===== src/rtl/bb_uart_rx.sv =====
// 8N1 UART receiver with a 16x oversample tick re-phased on every accepted start edge,
// 2-of-3 majority bit decisions and a ready/acknowledge handshake with overrun/framing flags.
module bb_uart_rx #(
  parameter int TICK_DIV   = 33,
  parameter int OVERSAMPLE = 16
) (
  input  logic       clk,
  input  logic       rst,
  input  logic       rxd,
  input  logic       rxack,
  output logic [7:0] rxdata,
  output logic       rxrdy,
  output logic       rxbsy,
  output logic       ovr,
  output logic       ferr
);

  localparam int               DIV_W    = (TICK_DIV > 1) ? $clog2(TICK_DIV) : 1;
  localparam logic [DIV_W-1:0] DIV_LAST = DIV_W'(TICK_DIV - 1);
  localparam logic [DIV_W-1:0] DIV_ONE  = DIV_W'(1);
  localparam logic [3:0]       TIB_LAST = 4'(OVERSAMPLE - 1);
  localparam logic [3:0]       TIB_S0   = 4'd7;
  localparam logic [3:0]       TIB_S1   = 4'd8;
  localparam logic [3:0]       TIB_DEC  = 4'd9;
  localparam logic [3:0]       BIT_D7   = 4'd8;

  typedef enum logic [2:0] {
    IDLE,
    START,
    DATA,
    STOP,
    BREAK
  } state_t;

  state_t           state;
  state_t           state_nxt;

  logic             rxd_p0;
  logic             rxs;
  logic             rxs_d;

  logic [DIV_W-1:0] div_cnt;
  logic             tick;
  logic [3:0]       tib;
  logic [3:0]       tib_nxt;
  logic [3:0]       bit_idx;
  logic             smp7;
  logic             smp8;
  logic [7:0]       shreg;

  logic             fall;
  logic             accept;
  logic             sample_en;
  logic             decide;
  logic             bit_val;
  logic             shift_en;
  logic             good_stop;
  logic             bad_stop;

  function automatic logic maj3(input logic a, input logic b, input logic c);
    return (a & b) | (a & c) | (b & c);
  endfunction

  // Stage p0/p1: two-flop synchroniser, then previous-value flop for edge detection
  always_ff @(posedge clk) begin
    if (rst) begin
      rxd_p0 <= 1'b1;
      rxs    <= 1'b1;
      rxs_d  <= 1'b1;
    end else begin
      rxd_p0 <= rxd;
      rxs    <= rxd_p0;
      rxs_d  <= rxs;
    end
  end

  assign fall    = ~rxs & rxs_d;
  assign tick    = (div_cnt == DIV_LAST);
  assign tib_nxt = tib + 4'd1;
  assign bit_val = maj3(smp7, smp8, rxs);
  assign rxbsy   = (state != IDLE);

  always_ff @(posedge clk) begin
    if (rst) begin
      state <= IDLE;
    end else begin
      state <= state_nxt;
    end
  end

  // tib_nxt is the cumulative tick number within the bit, so tick k lands on tib_nxt == k mod 16
  always_comb begin
    state_nxt = state;
    accept    = 1'b0;
    sample_en = tick && (state != IDLE) && (state != BREAK);
    decide    = sample_en && (tib_nxt == TIB_DEC);
    shift_en  = 1'b0;
    good_stop = 1'b0;
    bad_stop  = 1'b0;
    case (state)
      IDLE: begin
        if (fall) begin
          accept    = 1'b1;
          state_nxt = START;
        end
      end
      START: begin
        if (decide) state_nxt = bit_val ? IDLE : DATA;
      end
      DATA: begin
        if (decide) begin
          shift_en = 1'b1;
          if (bit_idx == BIT_D7) state_nxt = STOP;
        end
      end
      STOP: begin
        if (decide) begin
          good_stop = bit_val;
          bad_stop  = ~bit_val;
          state_nxt = bit_val ? IDLE : BREAK;
        end
      end
      BREAK: begin
        if (rxs) state_nxt = IDLE;
      end
      default: state_nxt = IDLE;
    endcase
  end

  // Stage p2: oversample timing, samples at ticks 7 and 8, majority completed with the live tick-9 value
  always_ff @(posedge clk) begin
    if (rst) begin
      div_cnt <= '0;
      tib     <= 4'd0;
      bit_idx <= 4'd0;
      smp7    <= 1'b1;
      smp8    <= 1'b1;
    end else if (accept) begin
      div_cnt <= '0;
      tib     <= 4'd0;
      bit_idx <= 4'd0;
    end else begin
      div_cnt <= tick ? '0 : div_cnt + DIV_ONE;
      if (sample_en) begin
        tib <= tib_nxt;
        if (tib == TIB_LAST) bit_idx <= bit_idx + 4'd1;
        if (tib_nxt == TIB_S0) smp7 <= rxs;
        if (tib_nxt == TIB_S1) smp8 <= rxs;
      end
    end
  end

  // Stage p3: byte assembly and consumer handshake; a good stop beats a simultaneous ack
  always_ff @(posedge clk) begin
    if (rst) begin
      shreg  <= 8'h00;
      rxdata <= 8'h00;
      rxrdy  <= 1'b0;
      ovr    <= 1'b0;
      ferr   <= 1'b0;
    end else begin
      if (rxack) begin
        rxrdy <= 1'b0;
        ovr   <= 1'b0;
        ferr  <= 1'b0;
      end
      if (shift_en) shreg <= {bit_val, shreg[7:1]};
      if (good_stop) begin
        rxdata <= shreg;
        rxrdy  <= 1'b1;
        if (rxrdy && !rxack) ovr <= 1'b1;
      end
      if (bad_stop) ferr <= 1'b1;
    end
  end

endmodule


===== config.mk =====
export PLATFORM = sky130hd
export DESIGN_NAME = bb_uart_rx
export DESIGN_NICKNAME = d
export VERILOG_FILES = /design/src/rtl/bb_uart_rx.sv
export SDC_FILE = /design/constraint.sdc
export NUM_CORES = 1
export LEC_CHECK = 0
export ABC_AREA = 1
export CORE_ASPECT_RATIO = 0.9
export CORE_MARGIN = 5
export CORE_UTILIZATION = 55
export DETAILED_ROUTE_END_ITERATION = 16
export DONT_BUFFER_PORTS = 1
export PLACE_DENSITY = 0.8
export SLEW_MARGIN = 20
export SYNTH_ARGS = -nofsm -noshare
export SYNTH_HDL_FRONTEND = slang
export SYNTH_SLANG_ARGS = --single-unit

===== constraint.sdc =====
create_clock -name clk -period 1.8 [get_ports clk]
set_input_delay 0.18 -clock clk [delete_from_list [all_inputs] [get_ports clk]]
set_output_delay 0.18 -clock clk [all_outputs]
set_load 0.005 [all_outputs]

== Word-level counts from Yosys, hierarchy flattened ==
Index checks and enable logic that the tools add are counted.
Cells by class
  add/subtract/negate cells: 3
  eq/ne operators: 17
  mux-type cells: 23
  bitwise gates (word level): 9
  reductions and logical operators: 15
Operator list (count)
  2-to-1 mux 3 bit: 7
  == test 4 bit (second input constant): 4
  one-hot mux 3 bit (5 select lines): 1
  2-to-1 mux 1 bit: 14
  != test 2 bit (second input constant): 6
  adder 4 x 1 -> 4 bit (second input constant): 2
  adder 6 x 1 -> 6 bit (second input constant): 1
  == test 3 x 2 -> 1 bit (second input constant): 2
  == test 6 bit (second input constant): 1
  AND reduction 3 bit: 2
  AND reduction 6 bit: 1
  AND 1 bit: 4
  == test 4 x 3 -> 1 bit (second input constant): 1
  logical AND 1 bit: 4
  nonzero test 2 bit: 2
  == test 3 x 1 -> 1 bit (second input constant): 1
  == test 3 bit (second input constant): 1
  zero test 3 bit: 1
  != test 3 bit (second input constant): 1
  NOT 1 bit: 3
  nonzero test 3 bit: 1
  OR reduction 3 bit: 1
  2-to-1 mux 2 bit: 1
  OR 1 bit: 2
  3 further kinds: 3
Storage, ports and cells
  register bits: 41
  input port bits: 4

== Depth between registers and ports, before layout ==
Gate-level depths: netlist of the first run.
  depth after elaboration: 7
  depth in mapped cells: 12

== Least setup slack after synthesis of the first run ==
OpenSTA, ideal clock, no wires.
  kind: register -> register
  start point: register tib[1]
  end point: register rxdata[0]
  setup time: 0.116 ns
  arrival: 1.479 ns
  required time: 1.684 ns
  setup slack: 0.205 ns
  stages on the path, launching flop included: 10
  buffers on the path: 0
  cells stage by stage: dfxtp_1 -> ha_1 -> inv_1 -> nand2_1 -> nand2_1 -> nor2_1 -> nand3_4 -> nand3b_2 -> nor2_1 -> nor2_1
On the way
  longest elaborated chain between the ends: 5
RTL lines
  start, declared: RTL line 44  | logic [3:0] tib;
  start signal, assigned: RTL line 145  | tib <= tib_nxt;
  adder 4 x 1 -> 4 bit: RTL line 79  | assign tib_nxt = tib + 4'd1;
  == test 4 bit: RTL line 96  | decide = sample_en && (tib_nxt == TIB_DEC);
  logical AND 1 bit: RTL line 96
  2-to-1 mux 1 bit: RTL line 117  | if (decide) begin
  2-to-1 mux 1 bit: RTL line 100  | case (state)
  end signal, assigned: RTL line 169  | rxdata <= shreg;
  end, declared: RTL line 11  | output logic [7:0] rxdata,
Every way passes these cells.
A chain may end at the register's enable or synchronous reset.

== Worst setup path after layout of the first run ==
  start point: register tib[0]
  end point: register shreg[7]
On the way
  longest elaborated chain between the ends: 5
RTL lines
  adder 4 x 1 -> 4 bit: RTL line 79
  == test 4 bit: RTL line 96
  logical AND 1 bit: RTL line 96
  2-to-1 mux 1 bit: RTL line 111  | if (decide) begin
  2-to-1 mux 1 bit: RTL line 100
  end signal, assigned: RTL line 167  | if (shift_en) shreg <= {bit_val, shreg[7:1]};
  end, declared: RTL line 49  | logic [7:0] shreg;
Every way passes these cells.

==> flow_summary.ini, run 1 <==
[placement]
placed_cells = 283
place_congestion = 0.829
port_buffers = 0
placed_cell_area_sq_um = 1930
hpwl_mm = 2.56
dp_slack_ns = 0.0283

[synth]
synth_ff_type = dfxtp_1
synth_most_common_cell = dfxtp_1
synthArstFlopShare_pct = 0
synth_common_cells = dfxtp_1, nor2_1, inv_1
synth_top_area_cell = dfxtp_1
syn_nets = 250
syn-cell-area_sq_um = 1860
yosys_warnings = 0
yosysSeqAreaShare_pct = 44.1
synth_top_area_share_pct = 44.1
netlist_instances = 238
synth-edff-count = 0
synth.avg_cell_area_sq_um = 7.83
yosys-top-cells-area = dfxtp_1, nor2_1, o21ai_0
ys_ff_latch = 41
yosysUniqueCellTypes = 30

[clocking]
cts_tree = built
cts_buffers = 5
cts.sinks = 41
clk_path_buf_depth = 2
htree_levels = 2
clk_latency_ns = 0.28
root_buffer = clkbuf_8
clk_pin_slew_worst_paths_ns = 0.08

[timing]
clock_skew_ns = 0.00256
max_slew_margin_pct = 55.0
worst_pin_slew_ns = 0.668
fmax_mhz = 592
setup_viol = 0
drv_slew = 0
hold_viol = 0
fin_crit_sh_pct = 93.9
min_period_ns = 1.69
worst_slack_ns = 0.110

[detailed_routing]
vias_per_cell = 5.27
ant_nets = 0
vias = 1560
wl_per_cell_um = 12.5
drc = 0
drtIter0Drc = 91
wl_mm = 3.69
first_pass_iters = 4

[min_path]
min_from = rst
worstHoldPathType = input port to flop

[grt]
grt_max_degree = 22
grt_pass1_vias = 1420
grt_pass1_wl_mm = 6.22
grt_usage_pct = 16.6
grt_overflow_total = 0
antenna_found_initial = 0

[worst_setup_path]
arrival_ns = 1.91
worstPathMaxFanout = 9
timing.rr.start = tib[0]
cp.required_ns = 2.02
cp-end-kind = flop
crit_start = tib[0]
timing.reg2reg.setup_slack_ns = 0.11
critical_path_class = flop to flop
start_kind = flop

[floorplanning]
dieWidth_um = 71.4
core_area_sq_um = 3330
io_pins = 16
fp.dieH_um = 65.2
core.rowCount = 20
initial_core_util_pct = 56.0
die_area_sq_um = 4650

[finish]
nFillCells = 277
syn_to_final_growth_pct = 12.4
antenna_cells = 0
drive_gt1_share_pct = 14.7
layout.nets = 263
layout.cells.non_filler = 296
fin_area_sq_um = 2090

[power]
ir_drop_uv = 824
leakage_uw = 0.000854
power.density_nw_per_um2 = 884

[run]
cap_violations = 0

[status]
status = finished clean
[critical path, stage by stage (launching register included)]
cell,delay (ns)
dfxtp_4,0.38
ha_2,0.18
inv_1,0.05
nand2_1,0.05
nand2_1,0.08
nor2_2,0.16
nand3_4,0.12
buf_4,0.20
nor2_4,0.16
o21ai_0,0.11
a21oi_1,0.12
[through the flow]
stage	utilization, %	hold slack [ns]	TNS, ns	total power [uW]
floorplan	-	0.242	0	1200
global placement	58.0	0.244	0	1240
detailed placement	58.0	0.246	0	1240
CTS	61.5	0.000468	0	1860
global route	62.9	0.0186	-0.487	1950
finish	62.9	0.000134	0	1850
[layout by cell type, fill, tap and decap left out, drive strengths merged, types with 6 or more instances in the layout]
cell type	n
nand2	29
nand4	6
nand3	9
nor2	46
o21ai	26
dfxtp	41
clkbuf	6
inv	31
a21oi	16
nor3	13
ha	8
[repair_timing]
item,4_1_cts,5_1_grt
hold endpoints to repair,5,1
gates resized for setup,0,6
buffers inserted,0,1
hold buffers,2,1
endpoints found under the setup margin,0,21
[metal layers]
layer	vias up	share of wire [%]	GRT usage, %
met5	-	0	0
met4	0	1.4	5.40
met3	7	6.6	5.05
met2	43	45	25.6
met1	705	47	22.2
li1	805	-	-
[cells by family after synthesis]
family	count (synthesis)	share of synthesized area, %
AOI/OAI and AO/OA	47	14.3
adders and majority gates	8	5.37
buffers and inverters	34	7.25
DFF	41	44.1
and+or+nand+nor	108	29.0
[report_power, final]
group          switching, uW  internal (uW)  total [uW]
sequential              26.5            932         958
combinational            165           97.7         263
clock                    319            311         630
total                    511           1340        1850
[area by class of cell]
class	count	area (sq um)	area share, %
Timing Repair Buffer	8	80.1	3.82
Multi-Input combinational cell	164	918	43.8
Sequential cell	41	828	39.5
Clock inverter	2	13.8	0.657
Clock buffer	6	82.6	3.94
Tap cell	44	55.1	2.63
Inverter	31	116	5.56
[state kept, by name, indices dropped and copies added (netlist names)]
register and count:
bit_idx 4, div_cnt 6, ferr 1, ovr 1, rxd_p0 1, rxdata 8, rxrdy 1, rxs 1
rxs_d 1, shreg 8, smp7 1, smp8 1, state 3, tib 4
[path summary, 6_finish.rpt]
kind	to	depth (start not counted)
worst max-delay path	shreg[7]	10
worst min-delay path	smp8	2
worst max register to register	shreg[7]	10
worst min register to register	rxs	1
Power figures use the tool's default switching activity.
==> run 2: changes to the inputs <==
==> constraint.sdc (replaced) <==
create_clock -name clk -period 1.7 [get_ports clk]
set_input_delay 0.17 -clock clk [delete_from_list [all_inputs] [get_ports clk]]
set_output_delay 0.17 -clock clk [all_outputs]
set_load 0.005 [all_outputs]
==> flow_summary.ini, run 2 (same netlist as run 1, synthesis figures left out) <==
[status]
status = finished clean

[detailed_routing]
drtIter0Drc = 82
ant_nets = 0
vias = 1584
vias_per_cell = 5.18
drc = 0
wl_per_cell_um = 12.8
first_pass_iters = 4
wl_mm = 3.92

[timing]
worst_pin_slew_ns = 0.432
min_period_ns = 1.67
fin_crit_sh_pct = 98.1
finalSetupTns_ns = 0
hold_ws_ns = 0.0497
max_slew_margin_pct = 71.0
rsz0062_at_grt = yes
clock_skew_ns = 0.0120
setup_viol = 0
worst_slack_ns = 0.0323
drv_slew = 0
hold_viol = 0
fmax_mhz = 600

[floorplanning]
die_area_sq_um = 4650
io_pins = 16
core.rowCount = 20
dieWidth_um = 71.4
fp.dieH_um = 65.2
initial_core_util_pct = 56.0
core_area_sq_um = 3330

[finish]
syn_to_final_growth_pct = 23.1
layout.nets = 273
final_common_cell = nor2_1
drive_gt1_share_pct = 26.0
layout_common_cells = nor2_1, dfxtp_1, nand2_1
largestRegisters = rxdata (8), shreg (8), div_cnt (6)
post-route-util_pct = 68.9
nFillCells = 261
antenna_cells = 0
fin_area_sq_um = 2290

[worst_setup_path]
cp.required_ns = 1.94
start_kind = flop
max_stage_delay_ns = 0.36
critical_path_class = flop to flop
worstPathMaxFanout = 5
arrival_ns = 1.91
critPathSlowestCell = dfxtp_4
cp-end-kind = flop
path_cells = buf_4 > inv_4 > ha_4 > inv_2 > nor2_4 > nand3_4 > nor3_4 > clkbuf_16 > o21ai_1 > nor2_1

[placement]
place_congestion = 0.827
port_buffers = 0
hpwl_mm = 2.48
placed_cell_area_sq_um = 1980
dp_slack_ns = -0.00980

[grt]
grt_usage_pct = 17.0
grt_overflow_total = 0
grt_pass1_wl_mm = 6.40
antenna_found_initial = 0
grt_max_degree = 22
grt_pass1_vias = 1502

[run]
cap_violations = 0

[clocking]
clk_pin_slew_worst_paths_ns = 0.08
root_buffer = clkbuf_8
cts.sinks = 41
cts_tree = built
clk_path_buf_depth = 2
htree_levels = 2
cts_buffers = 5
clk_latency_ns = 0.29

[power]
power.density_nw_per_um2 = 934
ir_drop_uv = 665
leakage_uw = 0.000915

[min_path]
worstHoldPathType = input port to flop
[run 2: report_power, final]
part	total (uW)	internal, uW	switching [uW]
Sequential	1020	989	34.1
Clock	818	478	340
Combinational	301	112	189
Total	2140	1580	564
[run 2: final timing paths]
| check | slack, ns | end | cells after the start | start |
|---|---|---|---|---|
| max | 0.03 | rxdata[0] | 10 | tib[1] |
| min | 0.05 | ovr | 3 | rxack |
| max reg2reg | 0.03 | rxdata[0] | 10 | tib[1] |
| min reg2reg | 0.41 | rxs | 1 | rxd_p0 |
[run 2: layout make-up]
class / count / area [sq um] / area share (%)
Clock buffer: 6 / 82.6 / 3.60
Clock inverter: 2 / 37.5 / 1.64
Inverter: 31 / 119 / 5.18
Multi-Input combinational cell: 164 / 992 / 43.3
Sequential cell: 41 / 837 / 36.5
Tap cell: 44 / 55.1 / 2.40
Timing Repair Buffer: 18 / 170 / 7.42
[run 2: critical path: cells and delay by family, from the launching register on]
family | cells | cell delay, ns
simple gates | 4 | 0.64
buf+inv | 4 | 0.44
flops | 1 | 0.36
fa+ha+maj | 1 | 0.12
compound gates | 1 | 0.06
[run 2: stage by stage]
step                      power, uW  std cells
after floorplan                1270        238
after global placement         1310        288
after detailed placement       1320        288
after CTS                      2140        298
after global routing           2240        306
final                          2140        306
[run 2: per-layer routing]
metal,GRT usage (%),up-vias,wire [um]
met1,22.7,722,1860
met4,6.34,0,66
met3,4.74,7,175
li1,-,830,-
met2,26.3,25,1820
met5,0,-,0
[run 2: timing repair]
action | CTS | global route
hold buffers | 2 | 0
gates resized for setup | 1 | 38
endpoints found under the setup margin | 3 | 24
gates cloned | 0 | 2
setup buffers | 0 | 6
pin swaps | 0 | 14
hold endpoints to repair | 7 | 0
==> run 3: changes to the inputs <==
--- a/config.mk
+++ b/config.mk
@@ -12,6 +12,7 @@
 export DETAILED_ROUTE_END_ITERATION = 16
 export DONT_BUFFER_PORTS = 1
 export PLACE_DENSITY = 0.8
+export SETUP_SLACK_MARGIN = 0.5
 export SLEW_MARGIN = 20
 export SYNTH_ARGS = -nofsm -noshare
 export SYNTH_HDL_FRONTEND = slang
==> flow_summary.ini, run 3 (same netlist as run 1, synthesis figures left out) <==
[timing]
worst_slack_ns = 0.116
min_period_ns = 1.58
max_slew_margin_pct = 70.3
rsz0062_at_grt = yes
hold_ws_ns = 0.0573
finalSetupTns_ns = 0
worst_pin_slew_ns = 0.443
drv_slew = 0
clock_skew_ns = 0.00396
fin_crit_sh_pct = 93.2
setup_viol = 0
hold_viol = 0
fmax_mhz = 631

[finish]
layout.nets = 283
final_common_cell = nor2_1
antenna_cells = 0
layout_common_cells = nor2_1, dfxtp_1, inv_1, nand2_1, o21ai_0
nFillCells = 227
drive_gt1_share_pct = 37.1
largestRegisters = rxdata (8), shreg (8), div_cnt (6)
fin_area_sq_um = 2520
syn_to_final_growth_pct = 35.2

[power]
seqPwrFrac_pct = 46.4
p_comb_share_pct = 16.8
power.density_nw_per_um2 = 873
clockPowerShare_pct = 36.8
finalPower_uw = 2200
p_int_uw = 1600
p_switching_uw = 600
leakage_uw = 0.000996
swShare_pct = 27.3
ir_drop_uv = 529

[detailed_routing]
ant_nets = 0
drc = 0
vias = 1669
drtIter0Drc = 107
vias_per_cell = 5.28
wl_per_cell_um = 13.8
first_pass_iters = 4
wl_mm = 4.38

[clocking]
htree_levels = 2
clk_path_buf_depth = 2
clk_latency_ns = 0.30
cts.sinks = 41
root_buffer = clkbuf_8
cts_buffers = 5
clk_pin_slew_worst_paths_ns = 0.08
cts_tree = built

[grt]
grt_overflow_total = 0
grt_usage_pct = 20.4
antenna_found_initial = 0
grt_pass1_vias = 1687
grt_pass1_wl_mm = 7.41
grt_max_degree = 22

[placement]
dp_slack_ns = -0.0224
port_buffers = 0
hpwl_mm = 2.52
place_congestion = 0.882
placed_cell_area_sq_um = 2020

[floorplanning]
initial_core_util_pct = 56.0
core.rowCount = 20
fp.dieH_um = 65.2
dieWidth_um = 71.4
core_area_sq_um = 3330
die_area_sq_um = 4650
io_pins = 16

[worst_setup_path]
arrival_ns = 1.78
start_kind = flop
cp.required_ns = 1.90
cp-end-kind = flop
critical_path_class = flop to flop
worstPathMaxFanout = 6

[status]
status = finished clean

[run]
cap_violations = 0

[min_path]
worstHoldPathType = input port to flop
## run 3: cell types whose count changed in the layout (fill, tap and decap cells not counted), sizes merged
| cell | before | now |
|---|---|---|
| clkinvlp | 1 | 0 |
| buf | 15 | 26 |
## run 3: metrics by stage
stage               std cells  util [%]
floorplan                 238         -
detailed placement        286      60.7
CTS                       309      71.9
global route              316      75.7
global placement          286      60.7
finish                    316      75.7
## run 3: cell type report
class                      count  area (sq um)  share of cell area, %
clock inverter                 1          30.0                   1.19
clock buffer                   7          86.3                   3.43
multi-input combinational    164          1100                   43.9
inverter                      31           126                   5.02
tap                           44          55.1                   2.19
sequential                    41           838                   33.3
timing repair buffer          28           278                   11.0
## run 3: worst paths after layout
check | startpoint | cells past startpoint | endpoint | slack [ns]
worst min-delay path | rxack | 3 | ovr | 0.06
worst max register to register | tib[0] | 10 | state[2] | 0.12
worst max-delay path | tib[0] | 10 | state[2] | 0.12
worst min register to register | rxd_p0 | 1 | rxs | 0.42
## run 3: per-layer routing
metal  GRT usage (%)  wire [um]  vias up
met5               0          0        -
met4            9.39         78        0
li1                -          -      849
met1            22.6       1870      784
met2            36.4       2230       27
met3            5.50        198        9
## run 3: worst max-delay path, cell delays in order (launching register included)
cell and delay [ns]:
dfxtp_4 0.38, ha_4 0.17, nand2_1 0.08, nand2_2 0.08
nor2_4 0.12, nand3_4 0.14, buf_12 0.16, a21oi_4 0.15
nand3_2 0.09, nand2_1 0.07, nor2_1 0.04
## run 3: power groups by stage
stage / registers [uW] / clock network, uW / logic, uW
after detailed placement: 1050 / 0 / 303
after global routing: 1030 / 860 / 412
after floorplan: 1040 / 0 / 256
after CTS: 1020 / 820 / 337
final: 1020 / 810 / 368
after global placement: 1040 / 0 / 298
## run 3: timing repair
item / in CTS / in global routing
pin swaps: 12 / 7
hold buffers: 2 / 0
cloned: 1 / 0
gates resized for setup: 42 / 23
setup buffers: 12 / 7
endpoints found under the setup margin: 37 / 34
hold endpoints to repair: 7 / 0
